## config.mk

```make
export PLATFORM = sky130hd
export DESIGN_NAME = fp_mul_pipe_flat
export DESIGN_NICKNAME = d
export VERILOG_FILES = /design/src/rtl/fp_mul_pipe_if.sv /design/src/rtl/fp_mul_pipe.sv /design/src/flat_wrapper.sv
export SDC_FILE = /design/constraint.sdc
export NUM_CORES = 2
export LEC_CHECK = 0
export BUFFER_PORTS_ARGS = -buffer_cell sky130_fd_sc_hd__clkbuf_2
export CAP_MARGIN = 30
export CORE_MARGIN = 4
export CORE_UTILIZATION = 40
export CTS_BUF_LIST = sky130_fd_sc_hd__clkbuf_8 sky130_fd_sc_hd__clkbuf_16
export DETAILED_ROUTE_END_ITERATION = 8
export PLACE_DENSITY = 0.51
export SKIP_CTS_REPAIR_TIMING = 1
export SLEW_MARGIN = 25
export SYNTH_ARGS = -nofsm -noshare
export SYNTH_HDL_FRONTEND = slang
export SYNTH_SLANG_ARGS = --single-unit
```

## constraint.sdc

```tcl
create_clock -name clk -period 8.58 [get_ports clk]
set_input_delay 1.716 -clock clk [delete_from_list [all_inputs] [get_ports clk]]
set_output_delay 1.716 -clock clk [all_outputs]
set_load 0.02 [all_outputs]
```

## src/rtl/fp_mul_pipe_if.sv

```systemverilog
// fp_mul_pipe_if: operand/product handshake bundle for fp_mul_pipe.
//   in_valid/in_ready/in_a/in_b/in_last : operand pair channel (master -> slave)
//   out_valid/out_ready/out_p/out_last  : product channel (slave -> master)
// The multiplier connects to the slave modport; the producer/consumer side
// uses the master modport.
interface fp_mul_pipe_if #(
    parameter int WIDTH = 32
);
    logic             in_valid;
    logic             in_ready;
    logic [WIDTH-1:0] in_a;
    logic [WIDTH-1:0] in_b;
    logic             in_last;
    logic             out_valid;
    logic             out_ready;
    logic [WIDTH-1:0] out_p;
    logic             out_last;

    modport master (
        output in_valid, in_a, in_b, in_last, out_ready,
        input  in_ready, out_valid, out_p, out_last
    );

    modport slave (
        input  in_valid, in_a, in_b, in_last, out_ready,
        output in_ready, out_valid, out_p, out_last
    );
endinterface

```

## src/rtl/fp_mul_pipe.sv

```systemverilog
// fp_mul_pipe: three-stage pipelined multiplier (FP32 or signed fixed point).
//   clk  : clock, all state on rising edge
//   rst  : synchronous active-high reset (clears valids and output registers)
//   bus  : fp_mul_pipe_if.slave -- operand pairs in, products out, with an
//          in_last tag carried alongside each pair.
// FP32 mode: canonical NaN 0x7FC00000, truncation, flush-to-zero, denormal
// inputs read as zero. Fixed mode: Q(INT_BITS).(FRAC_BITS), floor shift,
// saturation to the signed WIDTH range.
// The whole pipe advances together whenever the output register is empty
// or being drained; otherwise every stage holds.
module fp_mul_pipe #(
    parameter     FORMAT    = "FP32",
    parameter int INT_BITS  = 16,
    parameter int FRAC_BITS = 16,
    parameter int WIDTH     = 32
) (
    input  logic         clk,
    input  logic         rst,
    fp_mul_pipe_if.slave bus
);
    localparam bit IS_FP = (FORMAT == "FP32");
    localparam int FXW   = INT_BITS + FRAC_BITS;

    if (IS_FP && WIDTH != 32) begin : g_bad_fp_width
        $error("fp_mul_pipe: WIDTH must be 32 in FP32 mode");
    end
    if (!IS_FP && FXW != WIDTH) begin : g_bad_fx_width
        $error("fp_mul_pipe: WIDTH must equal INT_BITS+FRAC_BITS in fixed mode");
    end

    logic             adv;
    logic             v1_q, v1_d, v2_q, v2_d, v3_q, v3_d;
    logic             last1_q, last1_d, last2_q, last2_d;
    logic             out_last_q, out_last_d;
    logic [WIDTH-1:0] out_p_q, out_p_d;
    logic [WIDTH-1:0] result3;     // stage-3 combinational product

    // A bubble at the output never blocks the pipe.
    assign adv           = !v3_q || bus.out_ready;
    assign bus.in_ready  = adv;
    assign bus.out_valid = v3_q;
    assign bus.out_p     = out_p_q;
    assign bus.out_last  = out_last_q;

    always_comb begin
        v1_d       = adv ? bus.in_valid : v1_q;
        v2_d       = adv ? v1_q         : v2_q;
        v3_d       = adv ? v2_q         : v3_q;
        last1_d    = adv ? bus.in_last  : last1_q;
        last2_d    = adv ? last1_q      : last2_q;
        out_last_d = adv ? last2_q      : out_last_q;
        out_p_d    = adv ? result3      : out_p_q;
    end

    always_ff @(posedge clk) begin
        if (rst) begin
            v1_q       <= 1'b0;
            v2_q       <= 1'b0;
            v3_q       <= 1'b0;
            out_p_q    <= '0;
            out_last_q <= 1'b0;
        end else begin
            v1_q       <= v1_d;
            v2_q       <= v2_d;
            v3_q       <= v3_d;
            out_p_q    <= out_p_d;
            out_last_q <= out_last_d;
        end
    end

    always_ff @(posedge clk) begin
        last1_q <= last1_d;
        last2_q <= last2_d;
    end

    if (IS_FP) begin : g_fp
        localparam logic [31:0] QNAN = 32'h7FC0_0000;

        logic              sign1_q, sign1_d, sign2_q, sign2_d;
        logic signed [9:0] exp1_q, exp1_d, exp2_q, exp2_d;
        logic [23:0]       ma1_q, ma1_d, mb1_q, mb1_d;
        logic              spec1_q, spec1_d, spec2_q, spec2_d;
        logic [31:0]       sres1_q, sres1_d, sres2_q, sres2_d;
        logic [47:0]       prod2_q, prod2_d;

        logic [7:0]        a_exp, b_exp;
        logic [22:0]       a_man, b_man;
        logic              a_zero, b_zero, a_inf, b_inf, a_nan, b_nan, s;
        logic              spec_hit;
        logic [31:0]       spec_res;
        logic signed [9:0] e_n;
        logic [22:0]       mant;
        logic              unused_prod_bits;

        // Stage 1: unpack and classify. exp==0 (denormals too) reads as zero.
        always_comb begin
            a_exp  = bus.in_a[30:23];
            b_exp  = bus.in_b[30:23];
            a_man  = bus.in_a[22:0];
            b_man  = bus.in_b[22:0];
            s      = bus.in_a[31] ^ bus.in_b[31];
            a_zero = (a_exp == 8'h00);
            b_zero = (b_exp == 8'h00);
            a_inf  = (a_exp == 8'hFF) && (a_man == 23'd0);
            b_inf  = (b_exp == 8'hFF) && (b_man == 23'd0);
            a_nan  = (a_exp == 8'hFF) && (a_man != 23'd0);
            b_nan  = (b_exp == 8'hFF) && (b_man != 23'd0);

            spec_hit = 1'b1;
            spec_res = 32'd0;
            if (a_nan || b_nan)
                spec_res = QNAN;
            else if ((a_inf && b_zero) || (b_inf && a_zero))
                spec_res = QNAN;
            else if (a_inf || b_inf)
                spec_res = {s, 8'hFF, 23'd0};
            else if (a_zero || b_zero)
                spec_res = {s, 31'd0};
            else
                spec_hit = 1'b0;

            sign1_d = adv ? s : sign1_q;
            exp1_d  = adv ? ($signed({2'b00, a_exp}) + $signed({2'b00, b_exp}) - 10'sd127)
                          : exp1_q;
            ma1_d   = adv ? {1'b1, a_man} : ma1_q;
            mb1_d   = adv ? {1'b1, b_man} : mb1_q;
            spec1_d = adv ? spec_hit : spec1_q;
            sres1_d = adv ? spec_res : sres1_q;
        end

        // Stage 2: full 24x24 mantissa product.
        always_comb begin
            sign2_d = adv ? sign1_q : sign2_q;
            exp2_d  = adv ? exp1_q  : exp2_q;
            spec2_d = adv ? spec1_q : spec2_q;
            sres2_d = adv ? sres1_q : sres2_q;
            prod2_d = adv ? (48'(ma1_q) * 48'(mb1_q)) : prod2_q;
        end

        // Stage 3: one-bit normalize, truncate, overflow to inf, flush to zero.
        always_comb begin
            if (prod2_q[47]) begin
                mant = prod2_q[46:24];
                e_n  = exp2_q + 10'sd1;
            end else begin
                mant = prod2_q[45:23];
                e_n  = exp2_q;
            end
            if (spec2_q)
                result3 = sres2_q;
            else if (e_n >= 10'sd255)
                result3 = {sign2_q, 8'hFF, 23'd0};
            else if (e_n <= 10'sd0)
                result3 = {sign2_q, 31'd0};
            else
                result3 = {sign2_q, e_n[7:0], mant};
        end

        // Bits below the truncation point never reach the result.
        assign unused_prod_bits = ^prod2_q[22:0];

        always_ff @(posedge clk) begin
            sign1_q <= sign1_d;
            exp1_q  <= exp1_d;
            ma1_q   <= ma1_d;
            mb1_q   <= mb1_d;
            spec1_q <= spec1_d;
            sres1_q <= sres1_d;
            sign2_q <= sign2_d;
            exp2_q  <= exp2_d;
            spec2_q <= spec2_d;
            sres2_q <= sres2_d;
            prod2_q <= prod2_d;
        end
    end else begin : g_fx
        localparam int PW = 2 * FXW;
        localparam logic signed [PW-1:0] MAX_W = $signed({{(FXW+1){1'b0}}, {(FXW-1){1'b1}}});
        localparam logic signed [PW-1:0] MIN_W = $signed({{(FXW+1){1'b1}}, {(FXW-1){1'b0}}});

        logic signed [FXW-1:0] a1_q, a1_d, b1_q, b1_d;
        logic signed [PW-1:0]  prod2_q, prod2_d;
        logic signed [PW-1:0]  shifted;

        always_comb begin
            a1_d    = adv ? $signed(bus.in_a[FXW-1:0]) : a1_q;
            b1_d    = adv ? $signed(bus.in_b[FXW-1:0]) : b1_q;
            prod2_d = adv ? ($signed(PW'(a1_q)) * $signed(PW'(b1_q))) : prod2_q;
        end

        // Arithmetic shift floors toward -inf; then clamp to the signed range.
        always_comb begin
            shifted = prod2_q >>> FRAC_BITS;
            if (shifted > MAX_W)
                result3 = MAX_W[FXW-1:0];
            else if (shifted < MIN_W)
                result3 = MIN_W[FXW-1:0];
            else
                result3 = shifted[FXW-1:0];
        end

        always_ff @(posedge clk) begin
            a1_q    <= a1_d;
            b1_q    <= b1_d;
            prod2_q <= prod2_d;
        end
    end
endmodule

```

## src/flat_wrapper.sv

```systemverilog
// flat-port wrapper written by rule: the top's interface ports become plain ports
module fp_mul_pipe_flat 
#(
    parameter     FORMAT    = "    ",
    parameter int INT_BITS  = 16,
    parameter int FRAC_BITS = 16,
    parameter int WIDTH     = 32
)
  (clk, rst, bus_in_valid, bus_in_a, bus_in_b, bus_in_last, bus_out_ready, bus_in_ready, bus_out_valid, bus_out_p, bus_out_last);
  fp_mul_pipe_if #(.WIDTH(WIDTH)) bus_i ();
  input  logic clk;
  input  logic rst;
  input wire logic [$bits(bus_i.in_valid)-1:0] bus_in_valid;
  input wire logic [$bits(bus_i.in_a)-1:0] bus_in_a;
  input wire logic [$bits(bus_i.in_b)-1:0] bus_in_b;
  input wire logic [$bits(bus_i.in_last)-1:0] bus_in_last;
  input wire logic [$bits(bus_i.out_ready)-1:0] bus_out_ready;
  output wire logic [$bits(bus_i.in_ready)-1:0] bus_in_ready;
  output wire logic [$bits(bus_i.out_valid)-1:0] bus_out_valid;
  output wire logic [$bits(bus_i.out_p)-1:0] bus_out_p;
  output wire logic [$bits(bus_i.out_last)-1:0] bus_out_last;
  assign bus_i.in_valid = bus_in_valid;
  assign bus_i.in_a = bus_in_a;
  assign bus_i.in_b = bus_in_b;
  assign bus_i.in_last = bus_in_last;
  assign bus_i.out_ready = bus_out_ready;
  assign bus_in_ready = bus_i.in_ready;
  assign bus_out_valid = bus_i.out_valid;
  assign bus_out_p = bus_i.out_p;
  assign bus_out_last = bus_i.out_last;
  fp_mul_pipe #(.FORMAT(FORMAT), .INT_BITS(INT_BITS), .FRAC_BITS(FRAC_BITS), .WIDTH(WIDTH)) u_core (.clk(clk), .rst(rst), .bus(bus_i));
endmodule
```

Word level (Yosys, flattened, before mapping)
Cells that the tools add are included.
{"block": "word_totals", "reg_bits": 166, "inputBits": 69, "output_inout_bits": 35, "wordCells": 17}
{"block": "classes", "n_mul": 1, "magnitude_cmp": 2, "muxes": 2, "n_reduce_logical": 2}
{"op": "32-bit by 32-bit multiplier with 64-bit output", "count": 1}
{"op": "32-bit 2-to-1 mux", "count": 2}
{"op": "48-bit by 32-bit > comparator with 1-bit output (second input constant)", "count": 1}
{"op": "48-bit by 32-bit < comparator with 1-bit output (second input constant)", "count": 1}
{"op": "1-bit logical NOT", "count": 1}
{"op": "1-bit logical OR", "count": 1}

Logic depth before layout (Yosys ltp)
{"block": "depth", "ltp_word": 3, "depth_mapped": 28, "depth_no_buf": 26}

Least setup slack after synthesis
No wires, ideal clock.
{"block": "synth_path", "path_kind": "flip-flop to flip-flop", "from": "register u_core.g_fx.a1_q[31]", "to": "register u_core.g_fx.prod2_q[62] (data pin)", "arrival_ps": 7408, "t_required_ps": 8322, "path_slack_ps": 915, "path_stages_with_launch": 27, "n_path_buf": 2, "synth_period_minus_slack_ps": 7665, "cell_sequence": "edfxtp_1 -> clkbuf_1 -> nand2_1 -> inv_1 -> fa_1 -> fa_1 -> fa_1 -> fa_1 -> inv_1 -> fa_1 -> inv_1 -> fa_1 -> inv_1 -> fa_1 -> inv_1 -> fa_1 -> ha_1 -> clkbuf_1 -> a21o_1 -> a21o_1 -> a21o_1 -> a21oi_1 -> o21ai_0 -> nor3_1 -> a21oi_1 -> a21oi_1 -> xnor2_1"}
{"block": "synth_via", "elab_chain_cells": 1}
{"item": "start, declared", "line": "fp_mul_pipe.sv:180", "rtl": "logic signed [FXW-1:0] a1_q, a1_d, b1_q, b1_d;"}
{"item": "start signal, assigned", "line": "fp_mul_pipe.sv:202", "rtl": "a1_q <= a1_d;"}
{"item": "32-bit by 32-bit multiplier with 64-bit output", "line": "fp_mul_pipe.sv:187", "rtl": "prod2_d = adv ? ($signed(PW'(a1_q)) * $signed(PW'(b1_q))) : prod2_q;"}
{"item": "end signal, assigned", "line": "fp_mul_pipe.sv:204", "rtl": "prod2_q <= prod2_d;"}
{"item": "end, declared", "line": "fp_mul_pipe.sv:181", "rtl": "logic signed [PW-1:0] prod2_q, prod2_d;"}
No other way between the ends.
A chain may end at the register's enable or synchronous reset.

Worst setup path after layout
{"block": "layout_path", "from": "register u_core.g_fx.a1_q[6]", "to": "register u_core.g_fx.prod2_q[57] (data pin)"}
The elaborated chain is that of the path after synthesis.

==> flow_summary.toml <==
[critical_path]
cp-start-kind = "flop"
timing.critical_path.mode_cell = "fa_1"
cpPeakStageDelay_ps = 940
worstPathMaxFanout = 20
cp_slowest_cell = "edfxtp_1"
crit_chain = "buf_4 -> and2_1 -> fa_1 -> fa_1 -> fa_1 -> inv_1 -> fa_1 -> inv_1 -> fa_1 -> fa_1 -> fa_1 -> fa_1 -> ha_1 -> a21o_1 -> a21o_1 -> a211oi_1 -> nand3_2 -> o2111ai_2 -> nand4_1 -> a311oi_1 -> o21ai_1 -> xor2_1"
reg2reg_setup_slack_ps = 330
arrival_ps = 8480
crit_required_ps = 8810
rr_startpoint = "u_core.g_fx.a1_q[6]$_DFFE_PP_"
crit_path_end_kind = "flop"
r2r-end = "u_core.g_fx.prod2_q[57]$_DFFE_PP_"
ff2ff_path_depth = 22
crit_type = "flop to flop"

[sta]
setup_violations = 0
worst_pin_slew_ps = 988
skew_ps = 22.2
rsz0062_at_grt = "no"
post-route-period-util_pct = 96.1
min_period_ps = 8250
max_freq_mhz = 121
tns_ps = 0
drv_slew = 0
slew_headroom_pct = 34.1
hold_viol_final = 0

[yosys]
synth_seq_area_share_pct = 10.2
post-synth-top-area-cell = "fa_1"
synth_top_flop_cell = "edfxtp_1"
synthTopCellsByCount = "fa_1 (1081), inv_1 (958), nand2_1 (524)"
synth_top_area_share_pct = 53.4
syn-num-nets = 5427
ys_warn_count = 0
synth_edf_count = 114
ys_ff_latch = 150
netlist_area_um2 = 40500
postSynth.asyncResetShare_pct = 0
yosys-top-cells-area = "fa_1 (53%), inv_1 (8.9%), edfxtp_1 (8.4%)"
yosysMostFrequentCell = "fa_1"
ys_types = 61
syn_inst = 4097
synth.avg_cell_area_um2 = 9.89

[run]
cap_violations = 0

[floorplanning]
start_util_pct = 40.4
dieArea_um2 = 106000
core_area_um2 = 100000
fp.dieW_um = 326
ios = 104
row_count = 116
die_height_um = 326

[min_path]
hold_class = "flop to flop"
whs_path_depth = 0
hp-start = "u_core.last1_q$_DFFE_PP_"
min_to = "u_core.last2_q$_DFFE_PP_"

[grt]
grt_antenna_before_repair = 1
grt_use_total_pct = 21.4
grt_pass1_wl_mm = 176
grt_max_degree = 67
grt_pass1_vias = 30500
gr-total-overflow = 0

[finish]
layout-drive-gt1-share_pct = 7.32
syn_to_final_growth_pct = 7.99
nets = 5483
fill_cells = 9932

[routing]
wl_met3_mm = 2.67
initialDrtViolationCount = 1209
drc = 0
drtAntennaViolNets = 0
vias_per_cell = 4.84
topRoutingLayerUsed = "met4"
met1Wirelength_mm = 44.1
vias = 26700
wl_met2_mm = 57.5
wirelength_mm = 108
post_drt_wl_per_cell_um = 19.6
firstDrtPassIters = 5

[clock_network]
cts_sinks = 150
clockBufferDepth = 2
cts_root_buf = "clkbuf_16"
insertion_delay_ps = 500
cts_tree = "yes"
htreeDepth = 4
cts_buffers = 17
clk_pin_slew_ps = 80

[place]
gp_congestion = 0.842
io_buffers = 103
hpwl_mm = 93.4

[status]
status = "finished, final reports clean"
[flip-flops by register name, summed over array words and instances (netlist names)]
name and count:
u_core.last1_q 1, u_core.bus.out_valid 1, u_core.bus.out_p 32, u_core.g_fx.prod2_q 48
u_core.g_fx.b1_q 32, u_core.g_fx.a1_q 32, u_core.v2_q 1, u_core.bus.out_last 1
u_core.v1_q 1, u_core.last2_q 1
[how the worst max path moves through the flow]
stage | from | to | slack (ps)
floorplan | u_core.g_fx.a1_q[31]$_DFFE_PP_ | u_core.g_fx.prod2_q[62]$_DFFE_PP_ | 910
global placement | u_core.g_fx.a1_q[15]$_DFFE_PP_ | u_core.g_fx.prod2_q[57]$_DFFE_PP_ | 380
detailed placement | u_core.g_fx.a1_q[15]$_DFFE_PP_ | u_core.g_fx.prod2_q[57]$_DFFE_PP_ | 370
CTS | u_core.g_fx.a1_q[15]$_DFFE_PP_ | u_core.g_fx.prod2_q[57]$_DFFE_PP_ | 300
global route | u_core.g_fx.b1_q[5]$_DFFE_PP_ | u_core.g_fx.prod2_q[59]$_DFFE_PP_ | 10
finish | u_core.g_fx.a1_q[6]$_DFFE_PP_ | u_core.g_fx.prod2_q[57]$_DFFE_PP_ | 330
[cells in the final DEF, fill, tap and decap left out, drive strengths merged, types with 8 or more instances in the layout]
| cell | instances |
|---|---|
| fa | 1081 |
| inv | 968 |
| nand2 | 524 |
| and2 | 511 |
| ha | 180 |
| buf | 156 |
| clkbuf | 121 |
| edfxtp | 114 |
| a21oi | 91 |
| nor2 | 80 |
| xnor2 | 47 |
| nor3 | 41 |
| o21ai | 37 |
| dfxtp | 36 |
| a21o | 28 |
| nand4 | 21 |
| xor2 | 16 |
| nand3 | 11 |
| a211oi | 9 |
| nand2b | 8 |
| o21bai | 8 |
| a31oi | 8 |
[critical path, delay by kind of cell, from the launching register on]
| family | cells | cell delay (ps) |
|---|---|---|
| DFF | 1 | 940 |
| AOI/OAI and AO/OA | 6 | 1660 |
| xor gates and xnor gates | 1 | 160 |
| adders and majority gates | 9 | 4170 |
| buffers and inverters | 3 | 470 |
| and+or+nand+nor | 3 | 570 |
[stage by stage]
| stage | instance area (um^2) | hold WS, ps | worst slack, ps | utilization (%) | cells |
|---|---|---|---|---|---|
| 3_3_place_gp | 43200 | 402 | 380 | 43.1 | 5489 |
| 4_1_cts | 43700 | 435 | 299 | 43.6 | 5521 |
| 6_report | 43800 | 440 | 331 | 43.6 | 5524 |
| 2_1_floorplan | 40500 | 400 | 915 | - | 4097 |
| 5_1_grt | 43800 | 442 | 14.8 | 43.6 | 5524 |
| 3_5_place_dp | 43200 | 416 | 370 | 43.1 | 5489 |
[logic make-up after synthesis]
kind of cell / Yosys count / share of synthesized area (%)
AO/OA/AOI/OAI: 218 / 3.44
XOR/XNOR: 63 / 1.36
adder cells (fa/ha/maj): 1261 / 59.0
buffers and inverters: 1182 / 11.0
flip-flops: 150 / 10.2
AND/OR/NAND/NOR: 1223 / 15.0
[final cells by class]
cell class / count / area, um^2 / share of cell area (%)
multi-input cells: 2765 / 31900 / 73.0
flip-flops and latches: 150 / 4140 / 9.47
inverters: 960 / 3610 / 8.25
repair buffers: 259 / 1810 / 4.14
well taps: 1357 / 1700 / 3.88
clock buffers: 18 / 450 / 1.03
clock inverters: 14 / 98.8 / 0.226
diodes: 1 / 2.50 / 0.00572
[metal layers]
layer	vias up	GRT usage (%)
li1	12000	-
met1	14200	26.5
met2	388	39.1
met3	159	2.31
met4	0	7.17
met5	-	0
Power is not shown: default switching activity piles up to over one toggle a cycle in this logic, so the estimate is an artifact.
